==> config.mk <==
export PLATFORM = sky130hd
export DESIGN_NAME = alu_issue_ctrl
export DESIGN_NICKNAME = d
export VERILOG_FILES = /design/src/rtl/alu_pkg.sv /design/src/rtl/alu_issue_timer.sv /design/src/rtl/alu_issue_ctrl.sv
export SDC_FILE = /design/constraint.sdc
export NUM_CORES = 1
export LEC_CHECK = 0
export CAP_MARGIN = 20
export CORE_MARGIN = 2
export CORE_UTILIZATION = 30
export CTS_BUF_LIST = sky130_fd_sc_hd__clkbuf_8
export CTS_CLUSTER_DIAMETER = 50
export CTS_CLUSTER_SIZE = 24
export DETAILED_ROUTE_END_ITERATION = 8
export PLACE_DENSITY = 0.55
export RECOVER_POWER = 25
export SLEW_MARGIN = 0
export SYNTH_ARGS = -nofsm -noshare
export SYNTH_HDL_FRONTEND = slang
export SYNTH_SLANG_ARGS = --single-unit
export TNS_END_PERCENT = 10
==> constraint.sdc <==
create_clock -name clk -period 2.8 [get_ports clk]
set_input_delay 0.56 -clock clk [delete_from_list [all_inputs] [get_ports clk]]
set_output_delay 0.56 -clock clk [all_outputs]
set_load 0.1 [all_outputs]
==> src/rtl/alu_pkg.sv <==
// Shared opcode and FSM state definitions for the ALU issue controller.
package alu_pkg;

    localparam logic [3:0] OP_ADD     = 4'd0;
    localparam logic [3:0] OP_SUB     = 4'd1;
    localparam logic [3:0] OP_MUL     = 4'd2;
    localparam logic [3:0] OP_DIV     = 4'd3;
    localparam logic [3:0] OP_MOD     = 4'd4;
    localparam logic [3:0] OP_LSR     = 4'd5;
    localparam logic [3:0] OP_LSL     = 4'd6;
    localparam logic [3:0] OP_RSR     = 4'd7;
    localparam logic [3:0] OP_RSL     = 4'd8;
    localparam logic [3:0] OP_AND     = 4'd9;
    localparam logic [3:0] OP_OR      = 4'd10;
    localparam logic [3:0] OP_XOR     = 4'd11;
    localparam logic [3:0] OP_NOT     = 4'd12;
    localparam logic [3:0] OP_CMP     = 4'd13;
    localparam logic [3:0] OP_TST     = 4'd14;
    localparam logic [3:0] OP_ILLEGAL = 4'd15;

    typedef enum logic [1:0] {
        ST_IDLE   = 2'd0,
        ST_LAUNCH = 2'd1,
        ST_WAIT   = 2'd2,
        ST_RESP   = 2'd3
    } state_e;

endpackage

==> src/rtl/alu_issue_timer.sv <==
// WAIT-phase cycle counter: saturating CW-bit count with a timeout-hit flag.
module alu_issue_timer #(
    parameter int unsigned CW      = 8,
    parameter int unsigned TIMEOUT = 64
) (
    input  logic          clk,
    input  logic          rst,
    input  logic          clear,
    input  logic          enable,
    output logic [CW-1:0] cycles_c,
    output logic          hit_c
);

    logic [CW-1:0] count_q;
    logic [CW-1:0] count_d;

    // cycles_c is the count including the current cycle, held at all-ones once saturated
    always_comb begin
        cycles_c = (count_q == {CW{1'b1}}) ? count_q : count_q + CW'(1);
        count_d  = count_q;
        if (clear) begin
            count_d = '0;
        end else if (enable) begin
            count_d = cycles_c;
        end
    end

    assign hit_c = (count_q == CW'(TIMEOUT - 1));

    always_ff @(posedge clk) begin
        if (rst) begin
            count_q <= '0;
        end else begin
            count_q <= count_d;
        end
    end

endmodule

==> src/rtl/alu_issue_ctrl.sv <==
// Issue stage in front of the ALU Control_Unit: accept op, launch, wait for finish
// (or time out), then hold the response until it is consumed.
module alu_issue_ctrl
    import alu_pkg::*;
#(
    parameter int unsigned W       = 16,
    parameter int unsigned OPW     = 4,
    parameter int unsigned TIMEOUT = 64,
    parameter int unsigned CW      = 8
) (
    input  logic           clk,
    input  logic           rst,
    input  logic           req_valid,
    output logic           req_ready,
    input  logic [OPW-1:0] req_op,
    input  logic [W-1:0]   req_a,
    input  logic [W-1:0]   req_b,
    output logic [OPW-1:0] cu_s,
    output logic           cu_start,
    input  logic           cu_finish,
    output logic [W-1:0]   alu_opa,
    output logic [W-1:0]   alu_opb,
    input  logic [W-1:0]   alu_result,
    output logic           rsp_valid,
    input  logic           rsp_ready,
    output logic [W-1:0]   rsp_data,
    output logic           rsp_err,
    output logic [CW-1:0]  rsp_cycles,
    output logic           busy
);

    state_e         state_q, state_d;
    logic [OPW-1:0] cu_s_q, cu_s_d;
    logic [W-1:0]   alu_opa_q, alu_opa_d;
    logic [W-1:0]   alu_opb_q, alu_opb_d;
    logic           cu_start_q, cu_start_d;
    logic           rsp_valid_q, rsp_valid_d;
    logic [W-1:0]   rsp_data_q, rsp_data_d;
    logic           rsp_err_q, rsp_err_d;
    logic [CW-1:0]  rsp_cycles_q, rsp_cycles_d;
    logic           busy_q, busy_d;
    logic [CW-1:0]  timer_cycles_c;
    logic           timer_hit_c;

    alu_issue_timer #(
        .CW      (CW),
        .TIMEOUT (TIMEOUT)
    ) u_timer (
        .clk      (clk),
        .rst      (rst),
        .clear    (state_q == ST_LAUNCH),
        .enable   (state_q == ST_WAIT),
        .cycles_c (timer_cycles_c),
        .hit_c    (timer_hit_c)
    );

    // Next-state and registered-output logic
    always_comb begin
        state_d      = state_q;
        cu_s_d       = cu_s_q;
        alu_opa_d    = alu_opa_q;
        alu_opb_d    = alu_opb_q;
        rsp_data_d   = rsp_data_q;
        rsp_err_d    = rsp_err_q;
        rsp_cycles_d = rsp_cycles_q;

        case (state_q)
            ST_IDLE: begin
                if (req_valid) begin
                    if (req_op == OPW'(OP_ILLEGAL)) begin
                        state_d      = ST_RESP;
                        rsp_data_d   = '0;
                        rsp_err_d    = 1'b1;
                        rsp_cycles_d = '0;
                    end else begin
                        state_d   = ST_LAUNCH;
                        cu_s_d    = req_op;
                        alu_opa_d = req_a;
                        alu_opb_d = req_b;
                    end
                end
            end
            ST_LAUNCH: state_d = ST_WAIT;
            ST_WAIT: begin
                // finish takes priority over a timeout landing in the same cycle
                if (cu_finish) begin
                    state_d      = ST_RESP;
                    rsp_data_d   = alu_result;
                    rsp_err_d    = 1'b0;
                    rsp_cycles_d = timer_cycles_c;
                end else if (timer_hit_c) begin
                    state_d      = ST_RESP;
                    rsp_data_d   = '0;
                    rsp_err_d    = 1'b1;
                    rsp_cycles_d = timer_cycles_c;
                end
            end
            ST_RESP: begin
                if (rsp_ready) begin
                    state_d = ST_IDLE;
                end
            end
            default: state_d = ST_IDLE;
        endcase

        if ((state_d == ST_IDLE) || (state_d == ST_RESP)) begin
            cu_s_d    = '0;
            alu_opa_d = '0;
            alu_opb_d = '0;
        end

        cu_start_d  = (state_d == ST_LAUNCH);
        rsp_valid_d = (state_d == ST_RESP);
        busy_d      = (state_d != ST_IDLE);
    end

    always_ff @(posedge clk) begin
        if (rst) begin
            state_q      <= ST_IDLE;
            cu_s_q       <= '0;
            alu_opa_q    <= '0;
            alu_opb_q    <= '0;
            cu_start_q   <= 1'b0;
            rsp_valid_q  <= 1'b0;
            rsp_data_q   <= '0;
            rsp_err_q    <= 1'b0;
            rsp_cycles_q <= '0;
            busy_q       <= 1'b0;
        end else begin
            state_q      <= state_d;
            cu_s_q       <= cu_s_d;
            alu_opa_q    <= alu_opa_d;
            alu_opb_q    <= alu_opb_d;
            cu_start_q   <= cu_start_d;
            rsp_valid_q  <= rsp_valid_d;
            rsp_data_q   <= rsp_data_d;
            rsp_err_q    <= rsp_err_d;
            rsp_cycles_q <= rsp_cycles_d;
            busy_q       <= busy_d;
        end
    end

    assign req_ready  = ~rst & (state_q == ST_IDLE);
    assign cu_s       = cu_s_q;
    assign alu_opa    = alu_opa_q;
    assign alu_opb    = alu_opb_q;
    assign cu_start   = cu_start_q;
    assign rsp_valid  = rsp_valid_q;
    assign rsp_data   = rsp_data_q;
    assign rsp_err    = rsp_err_q;
    assign rsp_cycles = rsp_cycles_q;
    assign busy       = busy_q;

endmodule

# ---- Yosys cells after proc, flatten, opt, wreduce, memory -nomap -nowiden
# Index checks and enable logic that the tools add are counted.
dict set report word_totals {
  register_bits 74
  inputBits 57
  output_inout_bits 65
  word_cells 57
}
dict set report classes {
  add_sub_neg 1
  eq_ne 11
  mux 22
  bitwise_logic 3
  reduce_logical 9
}
# op n
set op_table {}
lappend op_table {{$mux W16} 4}
lappend op_table {{$mux W8} 5}
lappend op_table {{$pmux W16 S2} 1}
lappend op_table {{$pmux W8 S2} 1}
lappend op_table {{$mux W2} 5}
lappend op_table {{$add A8 B1 Y8 const B} 1}
lappend op_table {{$eq A8 B6 Y1 const B} 1}
lappend op_table {{$eq A8 B8 Y1 const B} 1}
lappend op_table {{$pmux W2 S4} 1}
lappend op_table {{$eq A2 B2 Y1 const B} 3}
lappend op_table {{$eq A2 B1 Y1 const B} 2}
lappend op_table {{$eq A4 B4 Y1 const B} 1}
lappend op_table {{$logic_not A2 Y1} 2}
lappend op_table {{$mux W1} 4}
lappend op_table {{$ne A2 B2 Y1 const B} 2}
lappend op_table {{$reduce_and A4 Y1} 1}
lappend op_table {{$reduce_bool A2 Y1} 2}
lappend op_table {{$reduce_or A2 Y1} 2}
lappend op_table {{$ne A3 B3 Y1 const B} 1}
lappend op_table {{$reduce_and A3 Y1} 1}
lappend op_table {{$not A1 Y1} 2}
lappend op_table {{$pmux W1 S2} 1}
lappend op_table {{$and A1 B1 Y1} 1}
lappend op_table {{$logic_or A1 B1 Y1} 1}

# ---- Depth between registers and ports, before layout
# Gate-level depths: netlist of run 1.
dict set report logic_depth {
  depth_word 7
  depth_mapped 11
  mapped_depth_nobuf 8
}

# ---- Modules after synthesis
# A second synthesis of run 1 with hierarchy kept.
dict set report hier_totals {
  hier_cells 333
  area_unflattened_um2 3091.7
}
# module n_inst cells_each area_each_um2 seq_area_each_um2
set modules_own_cells {}
lappend modules_own_cells {alu_issue_ctrl 1 265 2483.6 1321.3}
lappend modules_own_cells {alu_issue_timer 1 68 608.1 160.2}

# ---- Worst setup path after synthesis of run 1
# OpenSTA, ideal clock, no wires.
dict set report synth_timing {
  path_kind {input to output}
  from {input port rst}
  to {output port req_ready}
  arrival_time_ps 2941
  required_ps 2240
  setup_slack_ps -701
  path_stages 3
  path_buffers 2
  cell_sequence {clkbuf_1 > clkbuf_1 > nor3_1}
}
dict set report synth_via {
  elab_chain_cells 2
}
# element line_no
set synth_rtl {}
lappend synth_rtl {{start: declaration} alu_issue_ctrl.sv:12} ;# input logic rst,
lappend synth_rtl {{$not A1 Y1} alu_issue_ctrl.sv:143} ;# assign req_ready = ~rst & (state_q == ST_IDLE);
lappend synth_rtl {{$and A1 B1 Y1} alu_issue_ctrl.sv:143}
lappend synth_rtl {{end: declaration} alu_issue_ctrl.sv:14} ;# output logic req_ready,
# No other way between the ends.

# ---- Worst setup path after layout of run 1
dict set report layout_timing {
  from {register u_timer.count_q[0]}
  to {register alu_opa_q[14], in the netlist alu_opa[14]}
}
dict set report layout_via {
  elab_chain_cells 7
  elab_cells_between_ends 8
  cone_classes {eq/ne (2); mux (3); reduce/logical (3)}
}
# element line_no
set layout_rtl {}
lappend layout_rtl {{start: declaration} alu_issue_timer.sv:14} ;# logic [CW-1:0] count_q;
lappend layout_rtl {{start signal: assignment} alu_issue_timer.sv:34} ;# count_q <= count_d;
lappend layout_rtl {{$eq A8 B6 Y1 *} alu_issue_timer.sv:28} ;# assign hit_c = (count_q == CW'(TIMEOUT - 1));
lappend layout_rtl {{$mux W2 *} alu_issue_ctrl.sv:91} ;# end else if (timer_hit_c) begin
lappend layout_rtl {{$mux W2 *} alu_issue_ctrl.sv:86} ;# if (cu_finish) begin
lappend layout_rtl {{$pmux W2 S4 *} alu_issue_ctrl.sv:67} ;# case (state_q)
lappend layout_rtl {{net state_d[0]} alu_issue_ctrl.sv:32} ;# state_e state_q, state_d;
lappend layout_rtl {{$eq A2 B2 Y1 or $logic_not A2 Y1 (tied branches)} alu_issue_ctrl.sv:106} ;# if ((state_d == ST_IDLE) || (state_d == ST_RESP)) begin
lappend layout_rtl {{$logic_or A1 B1 Y1 *} alu_issue_ctrl.sv:106}
lappend layout_rtl {{$reduce_or A2 Y1 (no source line) *} -}
lappend layout_rtl {{end signal: assignment} alu_issue_ctrl.sv:132} ;# alu_opa_q <= alu_opa_d;
lappend layout_rtl {{end: declaration} alu_issue_ctrl.sv:34} ;# logic [W-1:0] alu_opa_q, alu_opa_d;
# The timed path passes the listed nets; every way through them passes the cells marked *.
# A chain may end at the register's enable or synchronous reset.

==> flow_summary.toml, run 1 <==
[setup_path]
cp.depth = 9
critPathTopFamily = "compound AO/OA/AOI/OAI gates"
reg2reg_depth = 9
cp_cell_sequence = "ha_1 > and2_0 > a31oi_1 > a221o_1 > inv_1 > ha_1 > or2_2 > buf_12 > a21oi_1"
critPathCaptureType = "flop"
crit_arrival_ns = 2.75
timing.critical_path.buf_inv = 2
cpPeakStageDelay_ns = 0.45
critical-path-top-cell-by-count = "ha_1"
worst_path_max_delay_cell = "dfxtp_1"
path_class = "reg2reg"
crit_required_ns = 3.08
critPathMaxFanout = 32
start_kind = "flop"

[clock_tree]
cts_tree = "done"
hold_buffers = 0
cts.sinks = 74
worst_skew_pair.late_latency_ns = 0.35
cts_buffer_depth = 2
clk_pin_slew_worst_paths_ns = 0.08
cts_root_buffer = "clkbuf_8"
h-tree-depth = 3
ctsResizeCount = 0
post-cts-setup-buffer-count = 0
cts-buffers-inserted = 9

[power]
comb_power_share = 0.294
swShare = 0.385
p_per_area_nw_per_um2 = 667
seqPwrFrac = 0.407
p_clk_frac = 0.300
vdd_ir_drop_max_uv = 255
total_power_uw = 2840
switchingPower_uw = 1090
p_int_uw = 1750
p_leak_uw = 0.00161

[placed_design]
io_buffers = 121
dpl.cell_count = 573
place_area_um2 = 4170
gp_congestion = 0.854
dpl.hpwl_um = 6160
pre_cts_ws_ns = -0.00707

[layout]
syn_to_final_growth_pct = 41.9
fin_cells = 590
layout-drive-gt1-share = 0.168
antenna_cells = 0
stdcell_area_um2 = 4250
nets = 513
n_fill_cell = 1036
fin_util = 0.437

[die]
die_y_um = 104
die-area_um2 = 10800
die_w_um = 104
start_util = 0.308
pin_count = 122
core_um2 = 9730
core.rowCount = 36

[yosys]
synth_flop_cell = "dfxtp_1"
synthCells = 333
syn-num-nets = 394
yosysWarnings = 0
synth.cell_area_um2 = 3000
synth_area_per_cell_um2 = 9.00
async_flop_share = 0
netlist-cell-type-count = 47
synth-seq-cells = 74
synth-seq-area-share = 0.494
synth-edff-count = 0
synth_top_cell_area_share = 0.494
synthTopCellsByArea = "dfxtp_1 (49%), nand2_1 (8.5%), a21oi_1 (7.5%)"
synth.largest_area_cell = "dfxtp_1"

[sta]
finalHoldViolCount = 0
worst_slew_pin_slew_ns = 1.22
slew_headroom = 0.190
fin_worst_skew_ns = 0.0105
setup_viol = 0
layout_min_cycle_time_ns = 2.47
fmax_mhz = 405
rsz0062_at_grt = "no"
drv_slew = 0
worst_slack_ns = 0.329
post-route-period-util = 0.882

[hold_path]
min_path_type = "reg2reg"
worstHoldPathCells = 2

[global_route]
grt_start_max_net_pins = 33
grt_antenna_before_repair = 0
track_usage = 0.163
grt_pass1_wl_um = 14200
grt_pass1_vias = 2655
overflow = 0

[detailed_routing]
vias_per_cell = 4.76
drc = 0
vias = 2806
drt_first_pass_iters = 4
wl_per_cell_um = 14.9
drt_iter0_drc = 132
ant_nets = 0
totalWireLength_um = 8780

[status]
outcome = "complete, no violations"

[run]
maxCapViolations = 0
==> power groups by stage <==
stage	clock [µW]	sequential, µW	combinational [µW]
after floorplan	0	1560	237
after global placement	0	1180	859
after detailed placement	0	1180	861
after CTS	888	1160	863
after global routing	928	1160	881
final	850	1150	834
==> layer usage <==
| metal | part of all wire | up-vias | track usage | wire length [µm] |
|---|---|---|---|---|
| met4 | 0.022 | 0 | 0.0666 | 196 |
| met2 | 0.45 | 95 | 0.249 | 3940 |
| met5 | 0 | - | 0 | 0 |
| met3 | 0.052 | 16 | 0.0476 | 459 |
| met1 | 0.48 | 1277 | 0.215 | 4180 |
| li1 | - | 1418 | - | - |
==> state kept, by name, summed over array words and instances (netlist names) <==
| register | flops |
|---|---|
| alu_opa | 16 |
| alu_opb | 16 |
| rsp_data | 16 |
| rsp_cycles | 8 |
| u_timer.count_q | 8 |
| cu_s | 4 |
| state_q | 2 |
| busy | 1 |
| cu_start | 1 |
| rsp_err | 1 |
| rsp_valid | 1 |
==> worst paths after layout <==
path | from | endpoint | slack (ns)
setup reg to reg | u_timer.count_q[0] | alu_opa[14] | 0.33
hold / removal | alu_opa[11] | alu_opa[11] | 0.46
hold reg to reg | alu_opa[11] | alu_opa[11] | 0.46
setup / recovery | u_timer.count_q[0] | alu_opa[14] | 0.33
==> kinds of logic after synthesis <==
family / after synthesis / share of synthesized area
simple gates: 112 / 0.172
buf+inv: 33 / 0.0643
compound gates: 108 / 0.248
fa+ha+maj: 4 / 0.0167
xor+xnor: 2 / 0.00584
flops: 74 / 0.494
==> cells in the mapped netlist, types with 2 or more instances <==
cell,count
nand2_1,68
nor3_1,2
buf_2,7
nor2_1,10
a21o_1,4
buf_6,7
o2111ai_1,2
o211ai_1,14
a31o_2,3
dfxtp_1,74
nor2b_1,4
a32oi_1,3
and3_1,2
o21ai_0,6
ha_1,4
a31oi_1,3
a21oi_1,45
inv_1,6
a22o_1,16
nand2b_1,3
clkbuf_1,10
nand4_1,8
o221a_2,4
nand3_1,4
buf_4,2
==> placed cells by master (no fill, tap or decap), types with 3 or more instances in the layout <==
cell type,synthesis,final
dfxtp_1,74,74
nand4_1,8,8
a31o_2,3,3
inv_1,6,6
a22o_1,16,16
nand2b_1,3,3
o221a_2,4,4
nand2_1,68,68
ha_1,4,4
o21ai_0,6,6
nor2b_1,4,4
a21oi_1,45,45
nand3_1,4,4
a32oi_1,3,3
buf_4,2,44
nor2_1,10,10
a31oi_1,3,3
clkbuf_8,0,9
o211ai_1,14,14
a21o_1,4,4
clkdlybuf4s50_1,0,56
clkbuf_1,10,33
==> final cells by class <==
type	count	area, µm²	share of cell area
sequential	74	1480	0.348
multi-input combinational	226	1330	0.312
timing repair buffer	135	1050	0.248
tap	133	166	0.0391
clock buffer	9	124	0.0291
clock inverter	7	76.3	0.0179
inverter	6	22.5	0.00529
==> through the flow <==
| stage | TNS (ns) | hold slack (ns) |
|---|---|---|
| 2_1_floorplan | 0 | 0.487 |
| 3_3_place_gp | 0 | 0.442 |
| 3_5_place_dp | -0.00707 | 0.448 |
| 4_1_cts | 0 | 0.460 |
| 5_1_grt | 0 | 0.481 |
| 6_report | 0 | 0.457 |
==> worst reg2reg max path, stage by stage (launching register included) <==
cell	delay, ns
dfxtp_1	0.45
ha_1	0.30
and2_0	0.18
a31oi_1	0.14
a221o_1	0.39
inv_1	0.09
ha_1	0.24
or2_2	0.30
buf_12	0.17
a21oi_1	0.14
(Power assumes the default switching activity.)
==> inputs of run 2 (changes only) <==
HOLD_SLACK_MARGIN = 0.08   (was default)
==> results of run 2 <==
The final DEF is identical to that of run 1; final timing and power are the same.
==> inputs of run 3 (changes only) <==
CAP_MARGIN = 25   (was 20)
==> run 3 against run 2 <==
Net effect:
- register-to-register slack about the same
- clock skew is 0.0024 ns lower
- power fell by 0.94%
- clock power is 2.7% lower
- first-iteration DRC count down 7.6%
- hold slack lost 0.00053 ns
- worst setup slack got worse by 0.0099 ns
- design area shrank 0.18%
- critical endpoint is now alu_opa[4]
- largest cell class unchanged
- highest routed layer unchanged
==> flow_summary.toml, run 3 (synthesis gave the netlist of run 1 again) <==
[placed_design]
dpl.cell_count = 574
pre_cts_ws_ns = 0.00637
place_area_um2 = 4180
gp_congestion = 0.854
io_buffers = 121
dpl.hpwl_um = 6140

[sta]
layout_min_cycle_time_ns = 2.48
fin_worst_skew_ns = 0.00814
setup_viol = 0
worst_slew_pin_slew_ns = 1.24
finalHoldViolCount = 0
rsz0062_at_grt = "no"
worst_slack_ns = 0.319
fmax_mhz = 403
finalSetupTns_ns = 0
slew_headroom = 0.174
drv_slew = 0
post-route-period-util = 0.886

[setup_path]
critical-path-top-cell-by-count = "ha_1"
cpPeakStageDelay_ns = 0.44
regToRegEndpoint = "alu_opa[4]"
path_class = "reg2reg"
critPathMaxFanout = 32
crit_path_start = "u_timer.count_q[0]"
crit_required_ns = 3.08
reg2reg_slack_ns = 0.32
crit_arrival_ns = 2.76
worstReg2RegStart = "u_timer.count_q[0]"
endpoint = "alu_opa[4]"
worst_path_max_delay_cell = "dfxtp_1"
cp_cell_sequence = "ha_1 > and2_0 > a31oi_1 > a221o_1 > inv_1 > ha_1 > or2_2 > buf_12 > a21oi_1"
reg2reg_depth = 9
critPathCaptureType = "flop"
start_kind = "flop"

[clock_tree]
h-tree-depth = 3
worst_skew_pair.late_latency_ns = 0.35
hold_buffers = 0
cts-buffers-inserted = 9
post-cts-setup-buffer-count = 0
cts_tree = "done"
cts_root_buffer = "clkbuf_8"
ctsResizeCount = 0
clk_pin_slew_worst_paths_ns = 0.08
cts_buffer_depth = 2
cts.sinks = 74

[global_route]
grt_start_max_net_pins = 33
grt_pass1_vias = 2652
grt_pass1_wl_um = 14100
track_usage = 0.163
overflow = 0
grt_antenna_before_repair = 0

[power]
p_leak_uw = 0.00162
seqPwrFrac = 0.411
p_clk_frac = 0.294
vdd_ir_drop_max_uv = 252
comb_power_share = 0.295
p_int_uw = 1740
switchingPower_uw = 1080
swShare = 0.383
p_per_area_nw_per_um2 = 662

[detailed_routing]
vias = 2812
ant_nets = 0
drt_first_pass_iters = 4
drt_iter0_drc = 122
drc = 0
vias_per_cell = 4.77
totalWireLength_um = 8720
wl_per_cell_um = 14.8

[layout]
n_fill_cell = 1022
layout_commonest_cell = "dfxtp_1"
mostFrequentLayoutCells = "dfxtp_1 (74), nand2_1 (68), clkdlybuf4s50_1 (56)"
antenna_cells = 0
nets = 513
fin_cells = 590
layout-drive-gt1-share = 0.166
syn_to_final_growth_pct = 41.7
stdcell_area_um2 = 4250

[die]
core.rowCount = 36
start_util = 0.308
die_w_um = 104
core_um2 = 9730
die-area_um2 = 10800
die_y_um = 104
pin_count = 122

[hold_path]
worstHoldPathCells = 2
min_path_type = "reg2reg"

[status]
outcome = "complete, no violations"

[run]
maxCapViolations = 0
-- run 3: cell types whose count changed in the layout (fill, tap and decap cells not counted) --
cell and delta:
and2b_1 +1, and2b_2 -1, clkinv_2 +2, clkinv_4 +1, clkinvlp_4 -1, inv_6 -2
-- run 3: area by class of cell --
| class | count | area, µm² | area share |
|---|---|---|---|
| Tap cell | 133 | 166 | 0.0392 |
| Inverter | 6 | 22.5 | 0.00530 |
| Clock inverter | 7 | 70.1 | 0.0165 |
| Sequential cell | 74 | 1480 | 0.349 |
| Clock buffer | 9 | 124 | 0.0292 |
| Timing Repair Buffer | 135 | 1050 | 0.248 |
| Multi-Input combinational cell | 226 | 1330 | 0.313 |
-- run 3: per-layer routing --
layer,vias to the layer above,share of wire,global-route usage
met5,-,0,0
met4,0,0.014,0.0637
met3,10,0.051,0.0395
met2,77,0.46,0.251
met1,1302,0.48,0.218
li1,1423,-,-
-- run 3: worst min-delay path by stage --
stage,startpoint,end
after floorplan,u_timer.count_q[2],u_timer.count_q[2]
after global placement,alu_opb[12],alu_opb[12]
after detailed placement,alu_opb[0],alu_opb[0]
after CTS,alu_opb[0],alu_opb[0]
after global routing,alu_opb[2],alu_opb[2]
final,alu_opa[0],alu_opa[0]
-- run 3: stage by stage --
| step | util | power (µW) | hold slack [ns] |
|---|---|---|---|
| 3_3_place_gp | 0.429 | 2040 | 0.442 |
| 5_1_grt | 0.436 | 2950 | 0.479 |
| 2_1_floorplan | - | 1790 | 0.487 |
| 3_5_place_dp | 0.429 | 2040 | 0.447 |
| 4_1_cts | 0.449 | 2870 | 0.459 |
| 6_report | 0.436 | 2810 | 0.456 |
-- run 3: worst max-delay path: cells and delay by family (launching register included) --
kind                       cells  cell delay, ns
AOI/OAI and AO/OA              3            0.66
adders and majority gates      2            0.54
and+or+nand+nor                2            0.48
DFF                            1            0.44
buffers and inverters          2            0.27
-- run 3: power groups by stage --
stage	logic, µW	clock network, µW	registers (µW)
after floorplan	237	0	1560
after detailed placement	862	0	1180
after global placement	859	0	1180
final	830	827	1160
after CTS	863	852	1160
after global routing	879	904	1170
